==> src/rtl/gpu_div_issuer_if.sv <==
// Request/result bus between triangle setup and the divider issuer.
// The master modport is the requester/consumer side; the slave modport is the issuer.
interface gpu_div_issuer_if #(
    parameter int TAG_W = 4
);
    logic                    req_valid;
    logic                    req_ready;
    logic signed [31:0]      req_num;
    logic signed [21:0]      req_den;
    logic        [TAG_W-1:0] req_tag;
    logic                    res_valid;
    logic                    res_ready;
    logic        [19:0]      res_quot;
    logic        [TAG_W-1:0] res_tag;
    logic                    res_dz;

    modport master (
        output req_valid, req_num, req_den, req_tag, res_ready,
        input  req_ready, res_valid, res_quot, res_tag, res_dz
    );

    modport slave (
        input  req_valid, req_num, req_den, req_tag, res_ready,
        output req_ready, res_valid, res_quot, res_tag, res_dz
    );
endinterface

==> src/rtl/gpu_div_issuer.sv <==
// Issues tagged requests to the fixed-latency signed divider and queues quotients in a credit-guarded FIFO.
// Optional divide-by-zero saturation: define GPU_DIV_ZERO_SAT_EN.
module gpu_div_issuer #(
    parameter int LATENCY    = 5,
    parameter int FIFO_DEPTH = 8,
    parameter int TAG_W      = 4
) (
    input  logic               clock,
    input  logic               nRst,
    input  logic               flush,
    gpu_div_issuer_if.slave    bus,
    output logic signed [31:0] div_num,
    output logic signed [21:0] div_den,
    input  logic        [19:0] div_quot
);
    localparam int PW = (FIFO_DEPTH > 1) ? $clog2(FIFO_DEPTH) : 1;
    localparam int CW = $clog2(FIFO_DEPTH + 1);
    localparam logic [CW-1:0] DEPTH_C = CW'(FIFO_DEPTH);

`ifdef GPU_DIV_ZERO_SAT_EN
    localparam int EW = 20 + TAG_W + 1;

    function automatic logic [19:0] sat_quot(input logic [19:0] q, input logic dz, input logic neg);
        if (!dz)
            return q;
        return neg ? 20'h80000 : 20'h7FFFF;
    endfunction
`else
    localparam int EW = 20 + TAG_W;
`endif

    logic             accept, pop, wr;
    logic [CW-1:0]    reserved, count;
    logic [PW-1:0]    wptr, rptr;
    logic             vld_p [0:LATENCY];
    logic [TAG_W-1:0] tag_p [0:LATENCY];
`ifdef GPU_DIV_ZERO_SAT_EN
    logic             dz_p  [0:LATENCY];
    logic             neg_p [0:LATENCY];
`endif
    logic [EW-1:0]    mem [0:FIFO_DEPTH-1];
    logic [EW-1:0]    wdata, head;

    assign bus.req_ready = nRst & ~flush & (reserved < DEPTH_C);
    assign accept        = bus.req_valid & bus.req_ready;
    assign bus.res_valid = (count != '0);
    assign pop           = bus.res_valid & bus.res_ready & ~flush;
    assign wr            = vld_p[LATENCY] & ~flush;

    // Stage 0: issue register, holds its operands between accepts
    always_ff @(posedge clock or negedge nRst) begin
        if (!nRst) begin
            div_num <= '0;
            div_den <= '0;
        end else if (accept) begin
            div_num <= bus.req_num;
            div_den <= bus.req_den;
        end
    end

    // Stages 1..LATENCY: track line, stage LATENCY lines up with div_quot
    always_ff @(posedge clock or negedge nRst) begin
        if (!nRst) begin
            for (int i = 0; i <= LATENCY; i++)
                vld_p[i] <= 1'b0;
        end else begin
            vld_p[0] <= accept;
            for (int i = 1; i <= LATENCY; i++)
                vld_p[i] <= vld_p[i-1] & ~flush;
        end
    end

    always_ff @(posedge clock) begin
        tag_p[0] <= bus.req_tag;
`ifdef GPU_DIV_ZERO_SAT_EN
        dz_p[0]  <= (bus.req_den == '0);
        neg_p[0] <= bus.req_num[31];
`endif
        for (int i = 1; i <= LATENCY; i++) begin
            tag_p[i] <= tag_p[i-1];
`ifdef GPU_DIV_ZERO_SAT_EN
            dz_p[i]  <= dz_p[i-1];
            neg_p[i] <= neg_p[i-1];
`endif
        end
    end

`ifdef GPU_DIV_ZERO_SAT_EN
    assign wdata = {sat_quot(div_quot, dz_p[LATENCY], neg_p[LATENCY]), tag_p[LATENCY], dz_p[LATENCY]};
`else
    assign wdata = {div_quot, tag_p[LATENCY]};
`endif

    // Capture stage: result FIFO and credit counter
    always_ff @(posedge clock or negedge nRst) begin
        if (!nRst) begin
            wptr     <= '0;
            rptr     <= '0;
            count    <= '0;
            reserved <= '0;
        end else if (flush) begin
            wptr     <= '0;
            rptr     <= '0;
            count    <= '0;
            reserved <= '0;
        end else begin
            if (wr)
                wptr <= wptr + PW'(1);
            if (pop)
                rptr <= rptr + PW'(1);
            case ({wr, pop})
                2'b10:   count <= count + CW'(1);
                2'b01:   count <= count - CW'(1);
                default: count <= count;
            endcase
            case ({accept, pop})
                2'b10:   reserved <= reserved + CW'(1);
                2'b01:   reserved <= reserved - CW'(1);
                default: reserved <= reserved;
            endcase
        end
    end

    always_ff @(posedge clock) begin
        if (wr)
            mem[wptr] <= wdata;
    end

    assign head         = mem[rptr];
    assign bus.res_quot = bus.res_valid ? head[EW-1 -: 20] : '0;
`ifdef GPU_DIV_ZERO_SAT_EN
    assign bus.res_tag  = bus.res_valid ? head[TAG_W:1] : '0;
    assign bus.res_dz   = bus.res_valid & head[0];
`else
    assign bus.res_tag  = bus.res_valid ? head[TAG_W-1:0] : '0;
    assign bus.res_dz   = 1'b0;
`endif
endmodule

==> src/flat_wrapper.sv <==
// flat-port wrapper written by rule: the top's interface ports become plain ports
module gpu_div_issuer_flat 
#(
    parameter int LATENCY    = 5,
    parameter int FIFO_DEPTH = 8,
    parameter int TAG_W      = 4
)
  (clock, nRst, flush, div_num, div_den, div_quot, bus_req_valid, bus_req_num, bus_req_den, bus_req_tag, bus_res_ready, bus_req_ready, bus_res_valid, bus_res_quot, bus_res_tag, bus_res_dz);
  gpu_div_issuer_if #(.TAG_W(TAG_W)) bus_i ();
  input  logic clock;
  input  logic nRst;
  input  logic flush;
  output logic signed [31:0] div_num;
  output logic signed [21:0] div_den;
  input  logic        [19:0] div_quot;
  input wire logic [$bits(bus_i.req_valid)-1:0] bus_req_valid;
  input wire logic [$bits(bus_i.req_num)-1:0] bus_req_num;
  input wire logic [$bits(bus_i.req_den)-1:0] bus_req_den;
  input wire logic [$bits(bus_i.req_tag)-1:0] bus_req_tag;
  input wire logic [$bits(bus_i.res_ready)-1:0] bus_res_ready;
  output wire logic [$bits(bus_i.req_ready)-1:0] bus_req_ready;
  output wire logic [$bits(bus_i.res_valid)-1:0] bus_res_valid;
  output wire logic [$bits(bus_i.res_quot)-1:0] bus_res_quot;
  output wire logic [$bits(bus_i.res_tag)-1:0] bus_res_tag;
  output wire logic [$bits(bus_i.res_dz)-1:0] bus_res_dz;
  assign bus_i.req_valid = bus_req_valid;
  assign bus_i.req_num = bus_req_num;
  assign bus_i.req_den = bus_req_den;
  assign bus_i.req_tag = bus_req_tag;
  assign bus_i.res_ready = bus_res_ready;
  assign bus_req_ready = bus_i.req_ready;
  assign bus_res_valid = bus_i.res_valid;
  assign bus_res_quot = bus_i.res_quot;
  assign bus_res_tag = bus_i.res_tag;
  assign bus_res_dz = bus_i.res_dz;
  gpu_div_issuer #(.LATENCY(LATENCY), .FIFO_DEPTH(FIFO_DEPTH), .TAG_W(TAG_W)) u_core (.clock(clock), .nRst(nRst), .flush(flush), .bus(bus_i), .div_num(div_num), .div_den(div_den), .div_quot(div_quot));
endmodule
==> config.mk <==
export PLATFORM = sky130hd
export DESIGN_NAME = gpu_div_issuer_flat
export DESIGN_NICKNAME = d
export VERILOG_FILES = /design/src/rtl/gpu_div_issuer_if.sv /design/src/rtl/gpu_div_issuer.sv /design/src/flat_wrapper.sv
export SDC_FILE = /design/constraint.sdc
export NUM_CORES = 1
export LEC_CHECK = 0
export CAP_MARGIN = 20
export CORE_MARGIN = 2
export CORE_UTILIZATION = 54
export DETAILED_ROUTE_END_ITERATION = 16
export HOLD_SLACK_MARGIN = 0.1
export MAX_ROUTING_LAYER = met4
export PLACE_DENSITY = 0.8
export SYNTH_ARGS = -nofsm -noshare
export SYNTH_HDL_FRONTEND = slang
export SYNTH_SLANG_ARGS = --single-unit
==> constraint.sdc <==
create_clock -name clock -period 3.8 [get_ports clock]
set_input_delay 0.76 -clock clock [delete_from_list [all_inputs] [get_ports clock]]
set_output_delay 0.76 -clock clock [all_outputs]
set_load 0.02 [all_outputs]
=== After elaboration in Yosys (flattened, before gate mapping) ===
Memory sizes are Yosys's and may differ from the RTL's.
Index checks and enable logic that the tools add are counted.

* Register bits: 74
* RAM bits: 216
* Input bits: 83
* Logic and storage cells: 54
* Memories: 2

* Add/sub/neg operators: 6
* Magnitude comparators: 1
* Eq/ne operators: 4
* Muxes and demuxes: 12
* Bitwise operators: 12
* Reduce and logical (&&, ||, !) cells: 5

{| class="wikitable"
|+ Memory list
! memory !! words !! bits a word !! read ports !! clocked after Yosys merged registers in !! write ports !! RTL line !! source
|-
| u_core.mem || 8 || 24 || 1 || 0 || 1 || gpu_div_issuer.sv:41 || <nowiki>logic [EW-1:0] mem [0:FIFO_DEPTH-1];</nowiki>
|-
| u_core.tag_p || 6 || 4 || 6 || 0 || 6 || gpu_div_issuer.sv:36 || <nowiki>logic [TAG_W-1:0] tag_p [0:LATENCY];</nowiki>
|}

{| class="wikitable"
|+ Operator list
! operator !! count
|-
| $mux W20 || 1
|-
| $pmux W4 S2 || 2
|-
| $mux W3 || 4
|-
| $mux W4 || 3
|-
| $and A1 B1 Y1 || 11
|-
| $add A4 B1 Y4 const B || 2
|-
| $sub A4 B1 Y4 const B || 2
|-
| $add A3 B1 Y3 const B || 2
|-
| $reduce_bool A3 Y1 || 2
|-
| $eq A2 B1 Y1 const B || 2
|-
| $eq A2 B2 Y1 const B || 2
|-
| $lt A4 B4 Y1 const B || 1
|-
| $reduce_bool A2 Y1 || 2
|-
| $reduce_bool A4 Y1 || 1
|-
| $mux W1 || 2
|-
| $not A1 Y1 || 1
|}

=== Longest topological paths before layout ===
* Word-level depth: 7
* Depth in mapped cells: 9
* Gate-level depth less buffers: 7

=== Worst setup path after synthesis ===
OpenSTA, ideal clock, no wires.

* Path type: input port to flip-flop
* Start: input flush
* End: memory u_core.mem[0][0] (netlist bit), enable pin
* Library setup time: 0.435 ns
* Arrival: 3.113 ns
* Required time: 3.365 ns
* Slack: 0.252 ns
* Stages on the path: 3
* Path buffers: 1
* Cell sequence: clkbuf_1 or3b_2 nor3_1

* Cells in the longest elaborated chain, start to end: 4

{| class="wikitable"
|+ RTL lines
! what !! RTL line !! source
|-
| start: declaration || flat_wrapper.sv:12 || <nowiki>input logic flush;</nowiki>
|-
| $not A1 Y1 || gpu_div_issuer.sv:48 || <nowiki>assign wr = vld_p[LATENCY] & ~flush;</nowiki>
|-
| $and A1 B1 Y1 || gpu_div_issuer.sv:48 ||
|-
| $mux W1 || gpu_div_issuer.sv:125 || <nowiki>if (wr)</nowiki>
|-
| $mux W1 (implied by the code) || gpu_div_issuer.sv:126 || <nowiki>mem[wptr] <= wdata;</nowiki>
|-
| end: declaration || gpu_div_issuer.sv:41 ||
|}

Every way passes these cells.

=== Worst setup path in the final report ===
* Start: register u_core.rptr[0]
* End: output bus_res_quot[5]

* Cells in the longest elaborated chain, start to end: 2

{| class="wikitable"
|+ RTL lines
! what !! RTL line !! source
|-
| start: declaration || gpu_div_issuer.sv:34 || <nowiki>logic [PW-1:0] wptr, rptr;</nowiki>
|-
| start signal: assignment || gpu_div_issuer.sv:110 || <nowiki>rptr <= rptr + PW'(1);</nowiki>
|-
| $mem_v2 Z8 W24 || n/a ||
|-
| $mux W20 || gpu_div_issuer.sv:130 || <nowiki>assign bus.res_quot = bus.res_valid ? head[EW-1 -: 20] : '0;</nowiki>
|-
| end: declaration || flat_wrapper.sv:23 || <nowiki>output wire logic [$bits(bus_i.res_quot)-1:0] bus_res_quot;</nowiki>
|}

Every way passes these cells.

==> results by group <==
Drt
  – DR vias: about 5,700
  – Wirelength per Cell: 20.6 µm
  – DRT Pass-1 Iters: 4
  – Post-route DRC: 0
  – DRT antenna net count: 0
  – Final WL: between 20,000 and 25,000 µm
  – Vias/cell: 5.46
  – DRT iter0 DRCs: 342

Cells and area
  – Final non-filler cell total: 1,036
  – Nets: 834
  – Diode count: 0
  – Layout cells sized above 1: 0.243
  – Sequential Area: slightly above 0.008 mm²
  – Area delta synth->final: 27.3%
  – Fill count: approximately 1,300
  – Multi-input gate area: 0.00271 mm²

Synth
  – Complex-gate fraction of the synthesized area: 0.0128
  – EDFF count, synth: 192
  – Synth async-reset ratio: 0.255
  – Flops & latches, synth: 290
  – Synthesized area: 0.0109 mm²
  – Synthesis warning total: 0
  – Post-synthesis mux area share: 0.179
  – Synth Instances: 558
  – Unique masters post-synth: 43
  – Main flop type after synthesis: edfxtp_1
  – XOR/XNOR share of the synthesized area: 0.00974
  – Area share of fa/ha/maj cells after synthesis: 0.00871
  – Average size of a mapped cell: roughly 20 µm²
  – Register area share after synthesis: 0.742
  – Synth Area in Simple Gates: 0.0332
  – Largest family of logic cells by synthesized area: multiplexers
  – Net Count, Synth: about 650

Outcome
  – Outcome: completed

Timing
  – Fmax: 278 MHz
  – Max-slew headroom: 0.440
  – Final Hold Vio Count: 0
  – Unrepaired setup endpoints after global routing: false
  – Final setup TNS: 0 ns
  – Final setup viols: 0
  – Worst slew pin tran: 0.841 ns
  – Max Slew Vio Count: 0
  – Tmin final: ~3.6 ns
  – Fin crit share: 0.947
  – Worst Clk Skew: between 0.01 and 0.015 ns

Setup path
  – R2R setup slack: 1.30 ns
  – Crit end category: output port
  – Critical path peak fanout: 15
  – Crit path launch type: flop
  – Critical path arrival: 2.84 ns
  – WS Path Type: flop to output port
  – Worst path required time: 3.04 ns

Clock tree
  – H-tree Lvls: 1
  – CTS resizes: 0
  – Sink Count: 290
  – CTS Buf Count: 28
  – CTS Root Cell: clkbuf_16
  – Max Root-Sink Buffers: 3
  – Clock-pin slew on the worst setup and hold paths: approximately 0.06 ns
  – CTS tree: done
  – Clock insertion delay at the later pin of the skew report: 0.53 ns

Global routing
  – Pin count of the biggest net entering global routing: 67
  – Vias in the first global route: 6,353
  – Total track usage: 0.213
  – Initial antenna violation count: 0
  – First-pass GRT wire length: between 30,000 and 40,000 µm
  – Remaining Overflow, GRT: 0

Power
  – Total power: 7.20 mW
  – Peak supply drop: about 0.00033 V
  – Pwr/cell area: 518 mW/mm²
  – Leakage power: 4.81 nW

Floorplan
  – Die W: ~150 µm
  – Placeable Area: 0.0200 mm²
  – # rows: 52
  – DIE AREA: about 0.021 mm²
  – Initial Util: 0.545
  – DIE HEIGHT: 146 µm
  – I/O pins: 164

Min path
  – Worst Hold Class: flop to flop

Flow run
  – Max-cap violations: 0

Placed design
  – DPL Wire Length: 13,500 µm
  – Buffers on Ports: around 160
  – GP Congestion: 0.807
  – DP Cell Count: 982
[flip-flops by register name, summed over array words and instances (netlist names)]
name	count
u_core.reserved	4
u_core.count	4
u_core.wptr	3
u_core.mem	192
u_core.div_num	32
u_core.vld_p	6
u_core.div_den	22
u_core.rptr	3
u_core.tag_p	24
[cell usage after synthesis, types with 4 or more instances]
cell	number	area share
nand2_1	6	0.0021
a21oi_1	5	0.0023
edfxtp_1	192	0.53
mux2_2	54	0.056
ha_1	6	0.0069
nor2b_1	5	0.0029
dfrtp_1	74	0.17
mux2i_1	26	0.024
buf_2	13	0.0060
dfxtp_1	24	0.044
nor3_1	8	0.0037
xnor2_1	4	0.0032
buf_4	5	0.0034
clkbuf_1	9	0.0031
nor2_1	38	0.013
mux4_2	48	0.099
xor2_1	5	0.0040
[through the flow]
step	setup WS [ns]	utilization	hold slack, ns	cell area [µm²]
after floorplan	0.252	-	0.310	10900
after global placement	0.635	0.649	0.311	13000
after detailed placement	0.566	0.649	0.312	13000
after CTS	0.146	0.693	0.327	13900
after global routing	0.0996	0.693	0.333	13900
final	0.201	0.693	0.324	13900
[cell usage in the layout (no fill, tap or decap), drive strengths merged, types with 2 or more instances in the layout]
cell,Yosys,final
mux2i,26,26
nand2,6,6
nand3,3,3
xor2,5,5
edfxtp,192,192
mux4,48,48
nor3,8,8
nor2b,5,5
buf,21,24
clkbuf,9,42
dfrtp,74,74
nor2,38,38
nand2b,2,2
clkdlybuf4s50,0,161
nand3b,3,3
o41ai,2,2
o21a,2,2
inv,1,3
mux2,54,54
nor4bb,2,2
ha,6,6
a22oi,2,2
clkinv,0,8
nor3b,2,2
o21ai,3,3
xnor2,5,5
dfxtp,24,24
a21oi,5,5
[final timing paths]
check	endpoint	cells after the start	start
worst max-delay path	bus_res_quot[5]	5	u_core.rptr[0]
worst min-delay path	u_core.tag_p[4][2]	0	u_core.tag_p[3][2]
worst max register to register	u_core.count[3]	7	u_core.count[1]
worst min register to register	u_core.tag_p[4][2]	0	u_core.tag_p[3][2]
max in group asynchronous	u_core.rptr[0]	3	nRst
min in group asynchronous	u_core.reserved[0]	2	nRst
[area by class of cell]
type	count	share of cell area
well taps	270	0.0243
multi-input cells	237	0.195
repair buffers	186	0.134
flip-flops and latches	290	0.583
inverters	1	0.000270
clock inverters	10	0.00351
clock buffers	42	0.0594
[where the power goes]
part,total (mW),leakage (nW),internal (mW),switching [mW]
combinational,0.995,1.54,0.533,0.462
sequential,3.60,2.84,3.50,0.0968
clock,2.60,0.438,1.50,1.11
total,7.20,4.81,5.53,1.67
[layer usage]
layer	share of wire	global-route usage	vias to the layer above
li1	-	-	2540
met1	0.39	0.261	2859
met2	0.51	0.371	234
met3	0.079	0.0450	23
met4	0.013	0.0451	0
met5	0	-	-
[critical path, cell delays in order (launching register included)]
cell and delay, ns:
dfrtp_4 0.58, buf_4 0.36, mux4_2 0.55, mux2i_1 0.19, nor2_1 0.07, clkdlybuf4s50_1 0.55
[cells by family (layout without fill, tap and decap cells)]
logic type | count (synthesis) | after routing
adder cells (fa/ha/maj) | 7 | 7
XOR/XNOR | 10 | 10
AND/OR/NAND/NOR | 73 | 73
multiplexers | 128 | 128
other | 1 | 1
AO/OA/AOI/OAI | 18 | 18
buffers and inverters | 31 | 239
flip-flops | 290 | 290
[repair_timing]
item	CTS	global route
hold buffers	1	0
endpoints found under the setup margin	1	0
setup buffers	1	0
hold endpoints to repair	8	0
(Power assumes the default switching activity.)
